`config.mk`:
```
export PLATFORM = sky130hd
export DESIGN_NAME = jerky_counter_gen
export DESIGN_NICKNAME = d
export VERILOG_FILES = /design/src/rtl/jerky_counter_gen.sv
export SDC_FILE = /design/constraint.sdc
export NUM_CORES = 1
export LEC_CHECK = 0
export CAP_MARGIN = 0
export CORE_UTILIZATION = 51
export CTS_CLUSTER_DIAMETER = 40
export DETAILED_ROUTE_END_ITERATION = 12
export PLACE_DENSITY = 0.81
export SLEW_MARGIN = 40
export SYNTH_ARGS = -nofsm -noshare
export SYNTH_HDL_FRONTEND = slang
export SYNTH_SLANG_ARGS = --single-unit
```
`constraint.sdc`:
```
create_clock -name clock -period 4 [get_ports clock]
set_input_delay 1.2 -clock clock [delete_from_list [all_inputs] [get_ports clock]]
set_output_delay 1.2 -clock clock [all_outputs]
set_load 0.01 [all_outputs]
```
`src/rtl/jerky_counter_gen.sv`:
```
// -----------------------------------------------------------------------------
// jerky_counter_gen
//
// Purpose:
//   WIDTH-bit one-hot "jerky" counter. It alternates between the base value 1
//   and a walking peak 2^p, with p in [1, WIDTH-1]. Walking up (dir=0) for
//   WIDTH=8 the sequence is 1,2,1,4,1,8,...,1,128,1,2,... (period 2*(WIDTH-1)).
//   The walk can be reversed, held, or restarted. It also reports where the
//   current value sits in the up-sequence, and strobes when the walk wraps.
//
// Ports:
//   clock   in   1        rising-edge clock
//   reset   in   1        synchronous active-high reset (highest priority)
//   enable  in   1        1 = advance one step on this edge, 0 = hold
//   dir     in   1        0 = peaks walk LSB->MSB, 1 = peaks walk MSB->LSB
//   clear   in   1        synchronous restart to the reset state
//   count   out  WIDTH    current value, always one-hot (1 or 2^p)
//   step    out  STEP_W   position of count in the up-sequence
//   wrap    out  1        one-cycle strobe with the post-wrap base value
//
// All outputs come straight from registers; there is no combinational path
// from any input to any output.
// -----------------------------------------------------------------------------
module jerky_counter_gen #(
  parameter  int WIDTH    = 8,
  localparam int STEP_RAW = $clog2(2 * (WIDTH - 1)),
  localparam int STEP_W   = (STEP_RAW < 1) ? 1 : STEP_RAW
) (
  input  logic              clock,
  input  logic              reset,
  input  logic              enable,
  input  logic              dir,
  input  logic              clear,
  output logic [WIDTH-1:0]  count,
  output logic [STEP_W-1:0] step,
  output logic              wrap
);

  // Peak pointer holds values 1 .. WIDTH-1.
  localparam int P_W = (WIDTH <= 2) ? 1 : $clog2(WIDTH);
  localparam logic [P_W-1:0] P_MIN = P_W'(1);
  localparam logic [P_W-1:0] P_MAX = P_W'(WIDTH - 1);

  typedef enum logic {
    BASE = 1'b0,
    PEAK = 1'b1
  } phase_e;

  phase_e              phase_q, phase_d;
  logic [P_W-1:0]      p_q, p_d;
  logic [STEP_W-1:0]   step_q, step_d;
  logic                wrap_q, wrap_d;
  logic [WIDTH-1:0]    count_q, count_d;

  // Up-sequence index of the base value that sits just below peak p: 2*(p-1).
  function automatic logic [STEP_W-1:0] base_index(input logic [P_W-1:0] p);
    logic [P_W:0] idx;
    idx = {p - P_MIN, 1'b0};
    return STEP_W'(idx);
  endfunction

  // ---------------------------------------------------------------------------
  // State register
  // ---------------------------------------------------------------------------
  always_ff @(posedge clock) begin
    if (reset) begin
      phase_q <= BASE;
      p_q     <= P_MIN;
      step_q  <= '0;
      wrap_q  <= 1'b0;
      count_q <= WIDTH'(1);
    end else begin
      phase_q <= phase_d;
      p_q     <= p_d;
      step_q  <= step_d;
      wrap_q  <= wrap_d;
      count_q <= count_d;
    end
  end

  // ---------------------------------------------------------------------------
  // Next-state logic
  // ---------------------------------------------------------------------------
  always_comb begin
    phase_d = phase_q;
    p_d     = p_q;
    step_d  = step_q;
    wrap_d  = 1'b0;

    if (clear) begin
      phase_d = BASE;
      p_d     = P_MIN;
      step_d  = '0;
    end else if (enable) begin
      unique case (phase_q)
        BASE: begin
          // Rise to the peak at the current pointer.
          phase_d = PEAK;
          step_d  = base_index(p_q) | STEP_W'(1);
        end
        PEAK: begin
          // Fall back to 1 and move the pointer; dir only matters here.
          phase_d = BASE;
          if (!dir) begin
            if (p_q == P_MAX) begin
              p_d    = P_MIN;
              wrap_d = 1'b1;
            end else begin
              p_d = p_q + P_W'(1);
            end
            // Walking up, this 1 is the one just below the new peak.
            step_d = base_index(p_d);
          end else begin
            if (p_q == P_MIN) begin
              p_d    = P_MAX;
              wrap_d = 1'b1;
            end else begin
              p_d = p_q - P_W'(1);
            end
            // Walking down traverses the up-sequence backwards: this 1 is the
            // one just below the peak we are leaving, so the index drops by 1.
            step_d = base_index(p_q);
          end
        end
        default: begin
          phase_d = BASE;
          p_d     = P_MIN;
          step_d  = '0;
        end
      endcase
    end
  end

  // ---------------------------------------------------------------------------
  // One-hot decode of the next value, registered with the rest of the state.
  // Bit 0 is the base value; bit gi (gi >= 1) is peak gi.
  // ---------------------------------------------------------------------------
  generate
    for (genvar gi = 0; gi < WIDTH; gi++) begin : g_onehot
      if (gi == 0) begin : g_base_bit
        assign count_d[gi] = (phase_d == BASE);
      end else begin : g_peak_bit
        assign count_d[gi] = (phase_d == PEAK) && (p_d == P_W'(gi));
      end
    end
  endgenerate

  assign count = count_q;
  assign step  = step_q;
  assign wrap  = wrap_q;

endmodule

```
Word-level counts from Yosys, hierarchy flattened

Cells that the tools add are included.

Memory bits (read-only): 0
Output and inout port bits: 13
Bits in registers: 17
Memories kept: 0
Memory bits (writable): 0
Latch bits: 0

Bitwise gates (word level): 3
Div/mod/pow operators: 0
Add/sub/neg operators: 3
Eq/ne operators: 9
$mul: 0
Order comparisons: 0
Multiplexer cells: 18
Shifts and indexed selects: 0
Reductions and logical operators: 9

Operators by type and width:

| kind                | count |
|---|---|
| $mux 3              | 10 |
| $eq 3x3->1 const B  | 5 |
| $pmux 4 s2          | 1 |
| $logic_and 1x1->1   | 7 |
| $eq 3x1->1 const B  | 2 |
| $eq 3x2->1 const B  | 2 |
| $sub 3x1->3 const B | 2 |
| $mux 1              | 5 |
| $mux 4              | 1 |
| $reduce_or 4->1     | 1 |
| $add 3x1->3 const B | 1 |
| $not 1->1           | 3 |
| $pmux 1 s2          | 1 |
| $reduce_or 2->1     | 1 |

Logic depth before layout (Yosys ltp)

Word-level depth: 12
Depth in mapped cells: 9
Gate-level depth less buffers: 8

Worst setup path before layout

OpenSTA, ideal clock, no wires.

Path kind: in2reg
Start: input enable
End: register count_q[4], in the netlist count[4]
Library setup time: 0.103 ns
Path slack: 1.702 ns
Cell stages on the path: 5
Arrival: 2.194 ns
Cell sequence: buf_4 nand2_2 a311oi_2 or3_4 a2111oi_2

Cells in the longest elaborated chain, start to end: 4

RTL lines:

| item                  | line | text |
|---|---|---|
| from (decl)           | 31   | `input logic enable,` |
| $mux 3                | 94   | `end else if (enable) begin` |
| $mux 3                | 90   | `if (clear) begin` |
| $eq 3x3->1            | 143  | `assign count_d[gi] = (phase_d == PEAK) && (p_d == P_W'(gi));` |
| $logic_and 1x1->1 (*) | 143  |  |
| to (signal assigned)  | 77   | `count_q <= count_d;` |
| to (decl)             | 53   | `logic [WIDTH-1:0] count_q, count_d;` |

Every way passes the cells marked *; elsewhere a longest branch is shown, timed or not.
A chain may end at the register's enable or synchronous reset.

Worst setup path after layout

Ends and elaborated chain as after synthesis.

==> impl_metrics.env <==
export IMPL_die_x_um=41.69
export IMPL_routed_wl_mm=1.477
export IMPL_outcome="completed"
export IMPL_gp_congestion=0.8082
export IMPL_switchingPower_uw=70.51
export IMPL_hold_viol=0
export IMPL_reg2reg_to="count[4]$_SDFF_PP0_"
export IMPL_worst_pin_slew_ns=0.3746
export IMPL_drive_gt1_share_pct=9.709
export IMPL_rows=13
export IMPL_cts_root_buffer="clkbuf_4"
export IMPL_ys_ff_latch=17
export IMPL_r2r_start="p_q[0]$_SDFF_PP1_"
export IMPL_ctsHoldBuffers=0
export IMPL_cts_resized=0
export IMPL_synth_fp_nets=96
export IMPL_netlist_area_um2=803.3
export IMPL_grt_max_degree=12
export IMPL_cts_buffers=3
export IMPL_p_clk_share_pct=29.8
export IMPL_setup_slack_ns=1.280
export IMPL_crit_arrival_ns=2.91
export IMPL_drv_slew=0
export IMPL_sw_frac_of_total_pct=23.61
export IMPL_crit_required_ns=4.19
export IMPL_p_int_uw=228.2
export IMPL_first_pass_iters=4
export IMPL_cts_buffer_depth=2
export IMPL_cellLeakagePower_nw=0.4125
export IMPL_p_per_area_mw_per_mm2=299.9
export IMPL_cp_max_fo=9
export IMPL_endpoint="count[4]$_SDFF_PP0_"
export IMPL_start_kind="input port"
export IMPL_end_kind="flop"
export IMPL_hold_path_class="reg -> reg"
export IMPL_whs_ns=0.4965
export IMPL_startpoint="enable"
export IMPL_cap_violations=0
export IMPL_synth_cell_type_count=31
export IMPL_grt_pass1_vias=579
export IMPL_min_period_ns=2.720
export IMPL_core_area_mm2=0.001383
export IMPL_io_pins=18
export IMPL_final_setup_tns_ns=0
export IMPL_peakVddDrop_mv=0.2678
export IMPL_layout_worst_path_cycle_share_pct=68.00
export IMPL_crit_type="in -> reg"
export IMPL_cts_tree="built"
export IMPL_setup_viol_count_final=0
export IMPL_via_per_inst=5.407
export IMPL_combPwrFrac_pct=11.6
export IMPL_rsz0062_at_grt="no"
export IMPL_final_nets=115
export IMPL_synth_seq_area_share_pct=42.37
export IMPL_die_area_mm2=0.001738
export IMPL_cts_sinks=17
export IMPL_place_ws_ns=0.9860
export IMPL_ys_warnings_count=0
export IMPL_relSlewSlack_pct=74.99
export IMPL_syn2layout_area_growth_pct=23.99
export IMPL_drc=0
export IMPL_detail_route_wl_per_cell_um=12.52
export IMPL_overflow=0
export IMPL_r2r_cells=6
export IMPL_netlist_instances=85
export IMPL_path_clk_slew_ns=0.09
export IMPL_grt_antenna_before_repair=0
export IMPL_seq_power_share_pct=58.6
export IMPL_ant_nets=0
export IMPL_drtIter0Drc=11
export IMPL_avgSynthCellArea_um2=9.450
export IMPL_track_usage_pct=19.22
export IMPL_io_buffers=17
export IMPL_htree_levels=1
export IMPL_dp_hpwl_mm=1.135
export IMPL_post_cts_buffers=0
export IMPL_grt_pass1_wl_mm=2.518
export IMPL_clock_latency_ns=0.29
export IMPL_reg2reg_slack_ns=1.97
export IMPL_die_height_um=41.69
export IMPL_fin_skew_ns=0.004301
export IMPL_initial_core_util_pct=58.10
export IMPL_vias=638
export IMPL_fmax_mhz=367.6
export IMPL_antennaDiodeCount=0
[power by group through the flow]
stage,registers [mW],clock network (mW),logic (mW)
floorplan,0.179,0,0.0207
detailed placement,0.179,0,0.0344
CTS,0.175,0.0926,0.0347
global route,0.176,0.0978,0.0382
finish,0.175,0.0890,0.0345
global placement,0.179,0,0.0340
[cell type report]
class,instances,area [um2]
clock buffer,4,26.28
fill,112,386.6
inverter,4,15.01
multi-input combinational,61,425.4
sequential,17,340.3
tap,15,18.77
timing repair buffer,17,170.2
[synth_stat cells]
cell / number / area share [%]
a2111oi_2: 1 / 1.9
a211oi_1: 1 / 0.93
a21oi_1: 4 / 2.5
a2bb2oi_1: 2 / 2.2
a311oi_2: 1 / 1.9
a31oi_1: 2 / 1.6
and2b_2: 1 / 1.1
and3_1: 2 / 1.6
buf_4: 1 / 0.93
buf_6: 1 / 1.4
clkbuf_1: 1 / 0.47
dfxtp_1: 17 / 42
ha_1: 6 / 9.3
inv_1: 4 / 1.9
mux2i_1: 4 / 5.0
nand2_1: 5 / 2.3
nand2_2: 2 / 1.6
nand2b_1: 3 / 2.3
nand3_1: 1 / 0.62
nand3b_1: 1 / 0.93
nor2_1: 9 / 4.2
nor3_1: 5 / 3.1
o211ai_1: 1 / 0.93
o21ai_0: 2 / 1.2
o21ai_1: 1 / 0.62
o21bai_1: 1 / 0.93
or2_2: 1 / 0.78
or3_1: 1 / 0.78
or3_4: 1 / 1.4
or3b_1: 1 / 1.1
xnor2_1: 2 / 2.2
[logic make-up after synthesis]
family	Yosys count	share of synthesized area, %
XOR/XNOR	2	2.181
AND/OR/NAND/NOR	33	21.81
flip-flops	17	42.37
buffers and inverters	7	4.672
adder cells (fa/ha/maj)	6	9.346
AO/OA/AOI/OAI	16	14.64
multiplexers	4	4.985
[worst min-delay path by stage]
stage	cells after the start	from	end	slack, ns
floorplan	2	step[1]$_SDFFE_PP0P_	step[1]$_SDFFE_PP0P_	0.50
global placement	2	step[1]$_SDFFE_PP0P_	step[1]$_SDFFE_PP0P_	0.48
detailed placement	2	step[1]$_SDFFE_PP0P_	step[1]$_SDFFE_PP0P_	0.48
CTS	2	step[1]$_SDFFE_PP0P_	step[1]$_SDFFE_PP0P_	0.50
global route	2	step[1]$_SDFFE_PP0P_	step[1]$_SDFFE_PP0P_	0.52
finish	2	step[1]$_SDFFE_PP0P_	step[1]$_SDFFE_PP0P_	0.50
[critical path, stage by stage]
cell and delay (ns):
clkdlybuf4s50_1 0.59, ha_1 0.40, nand2_2 0.06, or3_4 0.40
a2111oi_2 0.26
[per-layer routing]
metal  vias to the layer above  share of wire, %  global-route usage [%]  wire (um)
li1                        334                 -                       -          -
met1                       284                46                   22.04        679
met2                        16                47                   32.19        693
met3                         4               4.6                   6.957         68
met4                         0               2.4                   7.742         36
met5                         -                 0                       0          0
[per-stage QoR]
step	cell area [um2]	std cells	utilization, %	power (mW)
6_report	996.0	118	72.04	0.2987
3_3_place_gp	969.7	114	70.14	0.2130
4_1_cts	996.0	118	72.04	0.3024
5_1_grt	996.0	118	72.04	0.3116
3_5_place_dp	969.7	114	70.14	0.2133
2_1_floorplan	803.3	85	-	0.2002
[state kept, by name (all words and copies together) (netlist names)]
| signal | cells |
|---|---|
| count | 8 |
| p_q | 3 |
| phase_q | 1 |
| step | 4 |
| wrap | 1 |
[placed cells by master (no fill, tap or decap), types with 2 or more instances in the layout]
| cell type | instances |
|---|---|
| nand2_1 | 5 |
| nand2b_1 | 3 |
| o21ai_0 | 2 |
| clkdlybuf4s50_1 | 17 |
| and3_1 | 2 |
| nor3_1 | 5 |
| xnor2_1 | 2 |
| inv_1 | 4 |
| ha_1 | 6 |
| clkbuf_4 | 3 |
| a2bb2oi_1 | 2 |
| nor2_1 | 9 |
| mux2i_1 | 4 |
| nand2_2 | 2 |
| dfxtp_1 | 17 |
| a21oi_1 | 4 |
| a31oi_1 | 2 |
Power figures use the tool's default switching activity.
==> RTL edit: new RTL, same settings <==
Put one more register stage on the output `count`, without a reset. The value now appears one clock later. The other outputs are not delayed to match.
--- a/src/rtl/jerky_counter_gen.sv
+++ b/src/rtl/jerky_counter_gen.sv
@@ -145,7 +145,9 @@
     end
   endgenerate
 
-  assign count = count_q;
+  always_ff @(posedge clock) begin
+    count <= count_q;
+  end
   assign step  = step_q;
   assign wrap  = wrap_q;
 
Function: changed (a bounded check fails within 4 cycles, from zero or initial values and one cycle with reset high).
==> RTL edit against the unedited design <==
Combinational power barely moved; routed wire length grew 19%; design area increased by 17%; area after synthesis grew 18%; setup slack improved by 0.22 ns; total power increased by 34%; sequential power is 46% higher; sequential cell count rose by 8; critical endpoint is now count_q[3]; largest cell class is now registers.
==> RTL edit: results (changes against the unedited design) <==
Clock network
  – CTS buffer count: 3 (unchanged)
  – Reg clk slew, reported paths: 0.12 ns (was 0.09 ns)
  – Post-CTS Repair Setup Buffers: 0 (unchanged)
  – Root Buffer: clkbuf_4 (unchanged)
  – H-tree Lvls: 1 (unchanged)
  – Worst-Skew Late Latency: 0.31 ns (was 0.29 ns)

GRT
  – Largest net degree at the start of global routing: 14 (was 12)
  – Overall Global Routing Usage: 19.58% (was 19.22%)
  – Number of global-route vias before repair: 649 (was 579)
  – First-pass GRT wire length: 2773 um (was 2518 um)
  – Initial antenna violation count: 0 (unchanged)
  – Gr ovfl total: 0 (unchanged)

Power and ir drop
  – VDD IR-drop max: 0.1706 mV (was 0.2678 mV)
  – Internal power: 309.4 uW (was 228.2 uW)
  – Pleak: 0.4755 nW (was 0.4125 nW)

Yosys
  – Syn_nets: 109 (was 96)
  – Post-synthesis cell count: 98 (was 85)
  – Sequential area share after synthesis: 52.70% (was 42.37%)
  – Synth warn: 0 (unchanged)
  – Synth top area cells: dfxtp_1 (53%), ha_1 (7.9%), nor2_1 (5.1%) (was dfxtp_1 (42%), ha_1 (9.3%), mux2i_1 (5.0%))
  – Commonest cells in the netlist: dfxtp_1 (25), nor2_1 (13), nand2_1 (8) (was dfxtp_1 (17), nor2_1 (9), ha_1 (6))
  – Cell variety after synth: 29 (was 31)
  – Ys async rst share: 0% (unchanged)

Cells and area
  – Filler cell count: 155 (was 112)
  – Final Non-Filler Cells: 141 (was 118)
  – Layout cell share with drive strength beyond 1: 3.448% (was 9.709%)
  – Final-stage net count: 128 (was 115)

Status
  – Outcome: finished, final reports clean (unchanged)

Critical path
  – WP data arrival: 2.75 ns (was 2.91 ns)
  – CP max FO: 8 (was 9)
  – Reg2reg start: p_q[0] (unchanged)

Detailed routing
  – Pre-antenna DRT Iters: 4 (unchanged)
  – DR iter-0 viols: 20 (was 11)
  – WL per Instance: 12.42 um (was 12.52 um)
  – Via-per-instance ratio: 5.220 (was 5.407)

Place
  – RePlAce Congestion: 0.8724 (was 0.8082)
  – Final HPWL from detailed placement: 1346 um (was 1135 um)
  – Port buffer count: 17 (unchanged)
  – DP Worst Slack: 1.204 ns (was 0.9860 ns)

STA
  – Post-route clock skew: 0.002437 ns (was 0.004301 ns)
  – Slew Limit Headroom: 76.92% (was 74.99%)
  – Fmax: 400.3 MHz (was 367.6 MHz)

Min path
  – Hold path start: count_q[0] (was step[1])
  – HP Class: reg -> reg (unchanged)
==> RTL edit: changes by cell type after synthesis, moves of 2 or more <==
cell,change
a2bb2oi_1,-2
nor2_1,+4
and2_1,+2
a21oi_1,-2
nand2_1,+3
nor2b_1,+2
a31oi_1,+2
dfxtp_1,+8
nand2_2,-2
==> RTL edit: cells by family (layout without fill, tap and decap cells) <==
logic type      count (synthesis)  in the layout  synth area share [%]
compound gates                 14             14                 10.15
simple gates                   40             40                 20.29
buf+inv                         7             25                 2.898
fa+ha+maj                       6              6                 7.905
flops                          25             25                 52.70
xor+xnor                        2              2                 1.845
mux                             4              4                 4.216
==> RTL edit: path summary, 6_finish.rpt <==
path                      to  slack, ns  cells after the start
setup / recovery  count_q[3]       1.50                      5
hold / removal      count[0]       0.34                      0
setup reg to reg  count_q[3]       1.96                      6
hold reg to reg     count[0]       0.34                      0
==> RTL edit: cell type report <==
cell class	count	area, um2	share of cell area [%]
well taps	25	31.28	2.685
repair buffers	17	170.2	14.61
multi-input cells	66	421.7	36.20
clock buffers	4	26.28	2.256
inverters	4	15.01	1.289
flip-flops and latches	25	500.5	42.96
==> RTL edit: routing by layer <==
layer	up-vias	global-route usage, %	part of all wire (%)
li1	367	-	-
met1	329	23.75	46
met2	29	32.75	48
met3	11	4.000	3.8
met4	0	9.697	2.5
met5	-	0	0
==> RTL edit: worst max-delay path: stages <==
cell	delay (ns)
clkdlybuf4s50_1	0.64
nand2_1	0.21
a311o_1	0.39
a21o_1	0.20
nor2_1	0.11
==> RTL edit: metrics by stage <==
step / hold WS, ns / cell area, um2 / util [%]
final: 0.3417 / 1165 / 67.46
after detailed placement: 0.3147 / 1139 / 65.94
after global placement: 0.3110 / 1139 / 65.94
after global routing: 0.3483 / 1165 / 67.46
after CTS: 0.3445 / 1165 / 67.46
after floorplan: 0.3096 / 949.7 / -
==> RTL edit: power groups by stage <==
stage	combinational (mW)	clock (mW)	sequential [mW]
after floorplan	0.0196	0	0.262
after global placement	0.0334	0	0.262
after detailed placement	0.0339	0	0.262
after CTS	0.0343	0.112	0.256
after global routing	0.0378	0.119	0.257
final	0.0345	0.108	0.256
